--- src/rtl/cpu_control_if.sv ---
// Memory bus and ALU control bundle between the accumulator CPU sequencer
// (master) and the memory/ALU datapath (slave).
interface cpu_control_if #(
  parameter int PC_W = 5
);
  logic [7:0]      d_bus;
  logic [PC_W-1:0] addr;
  logic            mem_rd;
  logic            mem_wr;
  logic [7:0]      instruction;
  logic            ldAcc;
  logic            useAlu;
  logic            dbusSelect;
  logic            c;
  logic            z;

  modport master (
    input  d_bus, c, z,
    output addr, mem_rd, mem_wr, instruction, ldAcc, useAlu, dbusSelect
  );

  modport slave (
    output d_bus, c, z,
    input  addr, mem_rd, mem_wr, instruction, ldAcc, useAlu, dbusSelect
  );
endinterface

--- src/rtl/cpu_control.sv ---
// Three-phase sequencer (FETCH, EXEC_A, EXEC_B) and instruction decoder for
// the 8-bit accumulator CPU; strobes and addr are decoded from state/instruction.
module cpu_control #(
  parameter int PC_W = 5
) (
  input  logic            clk,
  input  logic            reset,
  input  logic            run,
  cpu_control_if.master   bus,
  output logic [PC_W-1:0] pc,
  output logic            halted
);

  typedef enum logic [1:0] {
    IDLE   = 2'd0,
    FETCH  = 2'd1,
    EXEC_A = 2'd2,
    EXEC_B = 2'd3
  } state_t;

  localparam logic [2:0] OP_ADD   = 3'd0;
  localparam logic [2:0] OP_SUB   = 3'd1;
  localparam logic [2:0] OP_NAND  = 3'd2;
  localparam logic [2:0] OP_SHIFT = 3'd3;
  localparam logic [2:0] OP_LD    = 3'd4;
  localparam logic [2:0] OP_ST    = 3'd5;
  localparam logic [2:0] OP_JMP   = 3'd6;
  localparam logic [2:0] OP_JCZ   = 3'd7;

  state_t          state_q, state_d;
  logic [PC_W-1:0] pc_q, pc_d;
  logic [7:0]      instr_q, instr_d;

  logic [2:0]      opcode;
  logic [PC_W-1:0] operand;
  logic [PC_W-1:0] jcz_target;
  logic            jcz_flag;

  logic [PC_W-1:0] addr_s;
  logic            mem_rd_s, mem_wr_s, ld_acc_s, use_alu_s, dbus_sel_s, halted_s;

  assign opcode     = instr_q[7:5];
  assign operand    = PC_W'(instr_q[4:0]);
  assign jcz_target = PC_W'({1'b0, instr_q[3:0]});
  assign jcz_flag   = instr_q[4] ? bus.c : bus.z;

  // Next-state, program counter and instruction register update.
  always_comb begin
    state_d = state_q;
    pc_d    = pc_q;
    instr_d = instr_q;
    case (state_q)
      IDLE: begin
        // An X on run falls into the else branch and holds IDLE.
        if (run) state_d = FETCH;
        else     state_d = IDLE;
      end
      FETCH: begin
        instr_d = bus.d_bus;
        pc_d    = pc_q + PC_W'(1);
        state_d = EXEC_A;
      end
      EXEC_A: begin
        case (opcode)
          OP_ST:  state_d = EXEC_B;
          OP_JMP: begin
            pc_d    = operand;
            state_d = FETCH;
          end
          OP_JCZ: begin
            if (jcz_flag) pc_d = jcz_target;
            else          pc_d = pc_q;
            state_d = FETCH;
          end
          default: state_d = FETCH;
        endcase
      end
      EXEC_B:  state_d = FETCH;
      default: state_d = IDLE;
    endcase
  end

  // Sequencer state; reset aborts the current instruction immediately.
  always_ff @(posedge clk or negedge reset) begin
    if (!reset) begin
      state_q <= IDLE;
      pc_q    <= '0;
      instr_q <= 8'h00;
    end else begin
      state_q <= state_d;
      pc_q    <= pc_d;
      instr_q <= instr_d;
    end
  end

  // Strobe and address decode.
  always_comb begin
    addr_s     = pc_q;
    mem_rd_s   = 1'b0;
    mem_wr_s   = 1'b0;
    ld_acc_s   = 1'b0;
    use_alu_s  = 1'b0;
    dbus_sel_s = 1'b0;
    halted_s   = 1'b0;
    case (state_q)
      IDLE:  halted_s = 1'b1;
      FETCH: mem_rd_s = 1'b1;
      EXEC_A: begin
        case (opcode)
          OP_ADD, OP_SUB, OP_NAND: begin
            addr_s    = operand;
            mem_rd_s  = 1'b1;
            use_alu_s = 1'b1;
          end
          OP_SHIFT: use_alu_s = 1'b1;
          OP_LD: begin
            addr_s   = operand;
            mem_rd_s = 1'b1;
            ld_acc_s = 1'b1;
          end
          default: addr_s = pc_q;
        endcase
      end
      EXEC_B: begin
        addr_s     = operand;
        dbus_sel_s = 1'b1;
        mem_wr_s   = 1'b1;
      end
      default: halted_s = 1'b1;
    endcase
  end

  assign bus.addr        = addr_s;
  assign bus.mem_rd      = mem_rd_s;
  assign bus.mem_wr      = mem_wr_s;
  assign bus.ldAcc       = ld_acc_s;
  assign bus.useAlu      = use_alu_s;
  assign bus.dbusSelect  = dbus_sel_s;
  assign bus.instruction = instr_q;
  assign pc              = pc_q;
  assign halted          = halted_s;

endmodule

--- src/flat_wrapper.sv ---
// flat-port wrapper written by rule: the top's interface ports become plain ports
module cpu_control_flat 
#(
  parameter int PC_W = 5
)
  (clk, reset, run, pc, halted, bus_d_bus, bus_c, bus_z, bus_addr, bus_mem_rd, bus_mem_wr, bus_instruction, bus_ldAcc, bus_useAlu, bus_dbusSelect);
  cpu_control_if #(.PC_W(PC_W)) bus_i ();
  input  logic clk;
  input  logic reset;
  input  logic run;
  output logic [PC_W-1:0] pc;
  output logic halted;
  input wire logic [$bits(bus_i.d_bus)-1:0] bus_d_bus;
  input wire logic [$bits(bus_i.c)-1:0] bus_c;
  input wire logic [$bits(bus_i.z)-1:0] bus_z;
  output wire logic [$bits(bus_i.addr)-1:0] bus_addr;
  output wire logic [$bits(bus_i.mem_rd)-1:0] bus_mem_rd;
  output wire logic [$bits(bus_i.mem_wr)-1:0] bus_mem_wr;
  output wire logic [$bits(bus_i.instruction)-1:0] bus_instruction;
  output wire logic [$bits(bus_i.ldAcc)-1:0] bus_ldAcc;
  output wire logic [$bits(bus_i.useAlu)-1:0] bus_useAlu;
  output wire logic [$bits(bus_i.dbusSelect)-1:0] bus_dbusSelect;
  assign bus_i.d_bus = bus_d_bus;
  assign bus_i.c = bus_c;
  assign bus_i.z = bus_z;
  assign bus_addr = bus_i.addr;
  assign bus_mem_rd = bus_i.mem_rd;
  assign bus_mem_wr = bus_i.mem_wr;
  assign bus_instruction = bus_i.instruction;
  assign bus_ldAcc = bus_i.ldAcc;
  assign bus_useAlu = bus_i.useAlu;
  assign bus_dbusSelect = bus_i.dbusSelect;
  cpu_control #(.PC_W(PC_W)) u_core (.clk(clk), .reset(reset), .run(run), .bus(bus_i), .pc(pc), .halted(halted));
endmodule
--- config.mk ---
export PLATFORM = sky130hd
export DESIGN_NAME = cpu_control_flat
export DESIGN_NICKNAME = d
export VERILOG_FILES = /design/src/rtl/cpu_control_if.sv /design/src/rtl/cpu_control.sv /design/src/flat_wrapper.sv
export SDC_FILE = /design/constraint.sdc
export NUM_CORES = 1
export LEC_CHECK = 0
export ABC_CLOCK_PERIOD_IN_PS = 2100
export CAP_MARGIN = 25
export CELL_PAD_IN_SITES_DETAIL_PLACEMENT = 0
export CELL_PAD_IN_SITES_GLOBAL_PLACEMENT = 1
export CORE_AREA = 2 2 57 59
export CTS_CLUSTER_DIAMETER = 60
export DETAILED_ROUTE_END_ITERATION = 16
export DIE_AREA = 0 0 59 61
export PLACE_DENSITY = 0.75
export REMOVE_ABC_BUFFERS = 1
export SYNTH_ARGS = -nofsm -noshare
export SYNTH_HDL_FRONTEND = slang
export SYNTH_SLANG_ARGS = --single-unit
--- constraint.sdc ---
create_clock -name clk -period 2.1 [get_ports clk]
set_input_delay 0.21 -clock clk [delete_from_list [all_inputs] [get_ports clk]]
set_output_delay 0.21 -clock clk [all_outputs]
set_load 0.01 [all_outputs]
== Yosys cells after proc, flatten, opt, wreduce, memory -nomap -nowiden ==
Index checks and enable logic that the tools add are counted.

* Output and inout bits: 24
* Bits of input ports: 13
* Bits in registers: 15

* Reduce and logical (&&, ||, !) cells: 6
* Equality and inequality tests: 12
* $add $sub $neg: 1
* Muxes and demuxes: 17

{| class="wikitable"
|+ Operator list
! cell !! number
|-
| 5-bit case mux with 2 select lines || 3
|-
| 3-bit equality test, second input constant || 4
|-
| 5-bit 2-to-1 mux || 2
|-
| 1-bit 2-to-1 mux || 9
|-
| 2-bit case mux with 4 select lines || 1
|-
| 4-bit OR reduction || 2
|-
| 3-bit by 2-bit equality test with 1-bit output, second input constant || 2
|-
| 5-bit by 1-bit adder with 5-bit output, second input constant || 1
|-
| 2-bit equality test, second input constant || 2
|-
| 3-bit by 1-bit equality test with 1-bit output, second input constant || 1
|-
| 3-bit zero test || 1
|-
| 3-bit by 2-bit != test with 1-bit output, second input constant || 1
|-
| 3-bit != test, second input constant || 1
|-
| 3-bit AND reduction || 1
|-
| 2-bit by 1-bit equality test with 1-bit output, second input constant || 1
|-
| 2-bit zero test || 1
|-
| 2-bit 2-to-1 mux || 1
|-
| 1-bit case mux with 2 select lines || 1
|-
| 2-bit nonzero test || 1
|}

== Depth between registers and ports, before layout ==
* Depth in word-level cells: 4
* Mapped depth: 7

== Least setup slack after synthesis ==
Ideal clock, no wire load.

* Path type: register to register
* Start: reg u_core.state_q[1]
* End: reg u_core.pc_q[3] (netlist: u_core.pc[3])
* Path slack: 0.502 ns
* Data arrival time: 1.459 ns
* Clock period less this slack: 1.598 ns
* Cell stages (with the launch flop): 8
* Path buffers: 1
* Data required time: 1.962 ns
* Cell sequence: dfrtp_1 inv_1 ha_1 clkbuf_1 nand2_1 mux2_2 o22ai_1 a21oi_1

* Cells in the longest elaborated chain, start to end: 3
* Elaborated cells on any way between the ends: 7
* Those cells by class: eq/ne (4); mux (1); reduce/logical (2)

{| class="wikitable"
|+ Ends and longest elaborated chain
! item !! RTL line !! text
|-
| from (decl) || cpu_control.sv:30 || <nowiki>state_t state_q, state_d;</nowiki>
|-
| from (signal assigned) || cpu_control.sv:90 || <nowiki>state_q <= state_d;</nowiki>
|-
| 2-bit equality test or 2-bit by 1-bit equality test with 1-bit output (tied branches) || cpu_control.sv:52 || <nowiki>case (state_q)</nowiki>
|-
| 3-bit by 2-bit != test with 1-bit output (no line) (tied with other cells) || n/a ||
|-
| 3-bit AND reduction (no line) || n/a ||
|-
| to (signal assigned) || cpu_control.sv:91 || <nowiki>pc_q <= pc_d;</nowiki>
|-
| to (decl) || cpu_control.sv:31 || <nowiki>logic [PC_W-1:0] pc_q, pc_d;</nowiki>
|}

Several ways; a longest one is shown, not always the timed one.
A chain may end at the register's enable or synchronous reset.

== Final worst setup path ==
* Start: reg u_core.state_q[1]
* End: out bus_addr[2]

* Cells in the longest elaborated chain, start to end: 2
* Elaborated cells on any way between the ends: 3
* Those cells by class: eq/ne (2); mux (1)

{| class="wikitable"
|+ Ends and longest elaborated chain
! item !! RTL line !! text
|-
| 2-bit equality test || cpu_control.sv:105 || <nowiki>case (state_q)</nowiki>
|-
| 5-bit case mux with 2 select lines * || cpu_control.sv:105 ||
|-
| to (decl) || flat_wrapper.sv:16 || <nowiki>output wire logic [$bits(bus_i.addr)-1:0] bus_addr;</nowiki>
|}

Mark *: on every way between the ends. The rest lies on a longest branch, timed or not.

==> summary.txt <==
Timing
  • Tmin final: ~2.0 ns
  • Fin crit share: 96.69%
  • RSZ-0062 raised after global routing: false
  • F_max: around 0.49 GHz
  • Final setup fails: 0
  • Final Max Slew Viols: 0
  • Final hold viol count: 0
  • Slew @ Worst Pin: 0.7251 ns
  • Setup ws final: slightly below 0.07 ns
  • Worst slew margin: 51.51%
  • Clk_skew: 0.001140 ns
  • Setup Total Neg Slack: 0 ns

GRT
  • Initial antenna violation count: 0
  • Total GRT Usage: between 15 and 20%
  • Global route overflow: 0
  • Vias in the first global route: 901
  • First-pass GRT wire length: 4195 µm
  • Largest net degree at the start of global routing: 16

Synthesis
  • Total number of yosys warnings: 0
  • Yosys top cell area share: 41.78%
  • Top-count cell post-synth: dfrtp_1
  • Post-synth EDFFs: 0
  • Yosys reg bits: 15
  • Top post-synthesis cells by area: dfrtp_1 42%, mux2_2 11%, ha_1 7.0%
  • Synth async-reset ratio: between 90% and 100%
  • Yosys cell types: 23
  • Synth cell count leaders: 15 x dfrtp_1, 9 x mux2_2, 8 x o22ai_1
  • Syn Inst Count: 89
  • Syn_area_per_cell: around 10 µm²
  • Sequential share of the synthesized area: 41.78%
  • Dominant cell type by area after synthesis: dfrtp_1
  • Top_reg_cell synth: dfrtp_1
  • Mapped Area: 898.4 µm²

Floorplan
  • Core ar.: approximately 3000 µm²
  • Num rows: 20
  • Die H: a little over 60 µm
  • Die ar.: approximately 3600 µm²
  • Io pins: 37
  • Starting Density: between 30% and 40%
  • Die Wd: 59 µm

Clock tree
  • CTS sink count: 15
  • Clk pin slew, worst setup/hold paths: approximately 0.10 ns
  • Clock latency on the worst-skew pair: ~0.29 ns
  • Number of hold buffers added after cts: 0
  • Clock root buffer master: clkbuf_4
  • Clk buf depth: 2
  • CTS tree: built
  • Cts bufs inserted: 3
  • # H-tree levels: 1

Placed design
  • Placed Area: 1326 µm²
  • Post-DP HPWL: roughly 1800 µm
  • Placed cell count: between 150 and 200
  • GPL Wtd Cong: about 0.84
  • IO buf count: 36
  • Dpl ws: roughly 0.034 ns

Worst setup path
  • WP data required: about 1.9 ns
  • CP peak stage delay: roughly 0.46 ns
  • Worst Setup End Kind: output pin
  • Worst-path cell chain: ha_4, and3_4, or2_4, a22o_1, clkdlybuf4s15_1
  • CP max FO: 5
  • Crit start category: register
  • Crit path DAT: 1.82 ns
  • Reg2reg path depth: 8
  • Slowest stage cell on the critical path: dfrtp_2
  • Critical path type: register to output pin

Detailed routing
  • Final wirelength: roughly 2500 µm
  • DRC violations left: 0
  • WL/cell: around 15 µm
  • Via/cell ratio: approximately 5.3
  • Highest metal used: met4
  • Met2 wire length: roughly 1200 µm
  • Wl on met1: around 1100 µm
  • Drt first pass iters: 4
  • DR vias: ~890
  • Initial detailed-routing violation count: 25
  • Number of antenna-violating nets in the routed design: 0
  • DR WL met3: 132 µm

Finish
  • Fin cells: ~170
  • # nets final: about 150
  • Share of layout cells above drive strength 1: a little under a quarter
  • Diodes inserted: 0
  • Area delta synth->final: 54.87%
  • Cell area after layout: 1391 µm²

Pwr
  • Pwr/cell area: roughly 1700 nW/µm²
  • NetSw: about 1 mW
  • Clock network fraction of total power: 7.6%
  • Peak supply drop: 621.1 µV
  • LEAKAGE: 0.5829 nW
  • Int Pwr: about 1.4 mW
  • Comb power frac: 65.8%
  • PnR Total Power: 2.342 mW
  • Switching share of total power: between 40% and 50%
  • Sequential Power Share: around a quarter

Run
  • Max-Cap Viols: 0

Run status
  • Status: finished, final reports clean

Hold path
  • Hold crit path type: input port to async pin
-- worst max-delay path, delay by kind of cell (launching register included) --
kind / cells / cell delay [ns]
and+or+nand+nor: 2 / 0.41
AOI/OAI and AO/OA: 1 / 0.24
buffers and inverters: 1 / 0.23
adders and majority gates: 1 / 0.19
DFF: 1 / 0.46
-- sequential cells by signal (all words and copies together) (netlist names) --
register                count
u_core.state_q              2
u_core.bus.instruction      8
u_core.pc                   5
-- cell usage in the layout, fill, tap and decap left out, types with 2 or more instances in the layout --
| cell type | count |
|---|---|
| a21oi_1 | 5 |
| a21oi_2 | 2 |
| a22o_1 | 5 |
| buf_4 | 8 |
| clkbuf_4 | 3 |
| clkdlybuf4s15_1 | 5 |
| clkdlybuf4s50_1 | 29 |
| dfrtp_1 | 14 |
| dlygate4sd2_1 | 2 |
| ha_1 | 3 |
| ha_4 | 2 |
| inv_1 | 4 |
| mux2_2 | 9 |
| mux2i_1 | 3 |
| nand2_1 | 7 |
| nand3_1 | 3 |
| nor2_1 | 6 |
| o21ai_0 | 4 |
| o22ai_1 | 8 |
-- layer usage --
| metal | up-vias | GRT usage, % |
|---|---|---|
| met3 | 5 | 2.132 |
| li1 | 419 | - |
| met2 | 34 | 26.51 |
| met1 | 430 | 20.78 |
| met5 | - | 0 |
| met4 | 0 | 4.870 |
-- worst paths after layout --
| check | endpoint | start | slack (ns) |
|---|---|---|---|
| max | bus_addr[2] | u_core.state_q[1] | 0.07 |
| min | u_core.bus.instruction[0] | reset | 0.34 |
| max reg2reg | u_core.pc[3] | u_core.state_q[1] | 0.38 |
| min reg2reg | u_core.bus.instruction[3] | u_core.bus.instruction[3] | 0.59 |
| max in group asynchronous | u_core.state_q[1] | reset | 1.26 |
| min in group clk | u_core.state_q[0] | run | 0.47 |
-- what timing repair did --
action / CTS / global route
resized for setup: 9 / 9
setup endpoints to repair: 7 / 6
buffers inserted: 2 / 0
-- stage by stage --
stage | utilization [%] | hold WS, ns
finish | 47.12 | 0.3372
global route | 47.12 | 0.4018
CTS | 46.19 | 0.3703
detailed placement | 44.92 | 0.5518
global placement | 44.92 | 0.5515
floorplan | - | -0.08559
-- cell families after synthesis --
logic type                 Yosys count  share of synthesized area (%)
DFF                                 15                          41.78
buffers and inverters                9                          4.179
muxes                               12                          14.62
AOI/OAI and AO/OA                   28                          21.59
adders and majority gates            5                          6.964
and+or+nand+nor                     20                          10.86
-- final cells by class --
cell class,count,area (µm²)
Multi-Input combinational cell,65,510.5
Sequential cell,15,376.6
Clock buffer,4,26.28
Inverter,5,18.77
Fill cell,288,1562
Tap cell,33,41.29
Timing Repair Buffer,44,417.9
-- power groups by stage --
| stage | Sequential, mW | Clock, mW | Combinational (mW) |
|---|---|---|---|
| detailed placement | 0.625 | 0 | 1.52 |
| global route | 0.654 | 0.199 | 1.67 |
| CTS | 0.613 | 0.183 | 1.51 |
| global placement | 0.621 | 0 | 1.52 |
| floorplan | 0.652 | 0 | 0.758 |
| finish | 0.624 | 0.177 | 1.54 |
No activity file was read; power rests on OpenSTA's default activity.
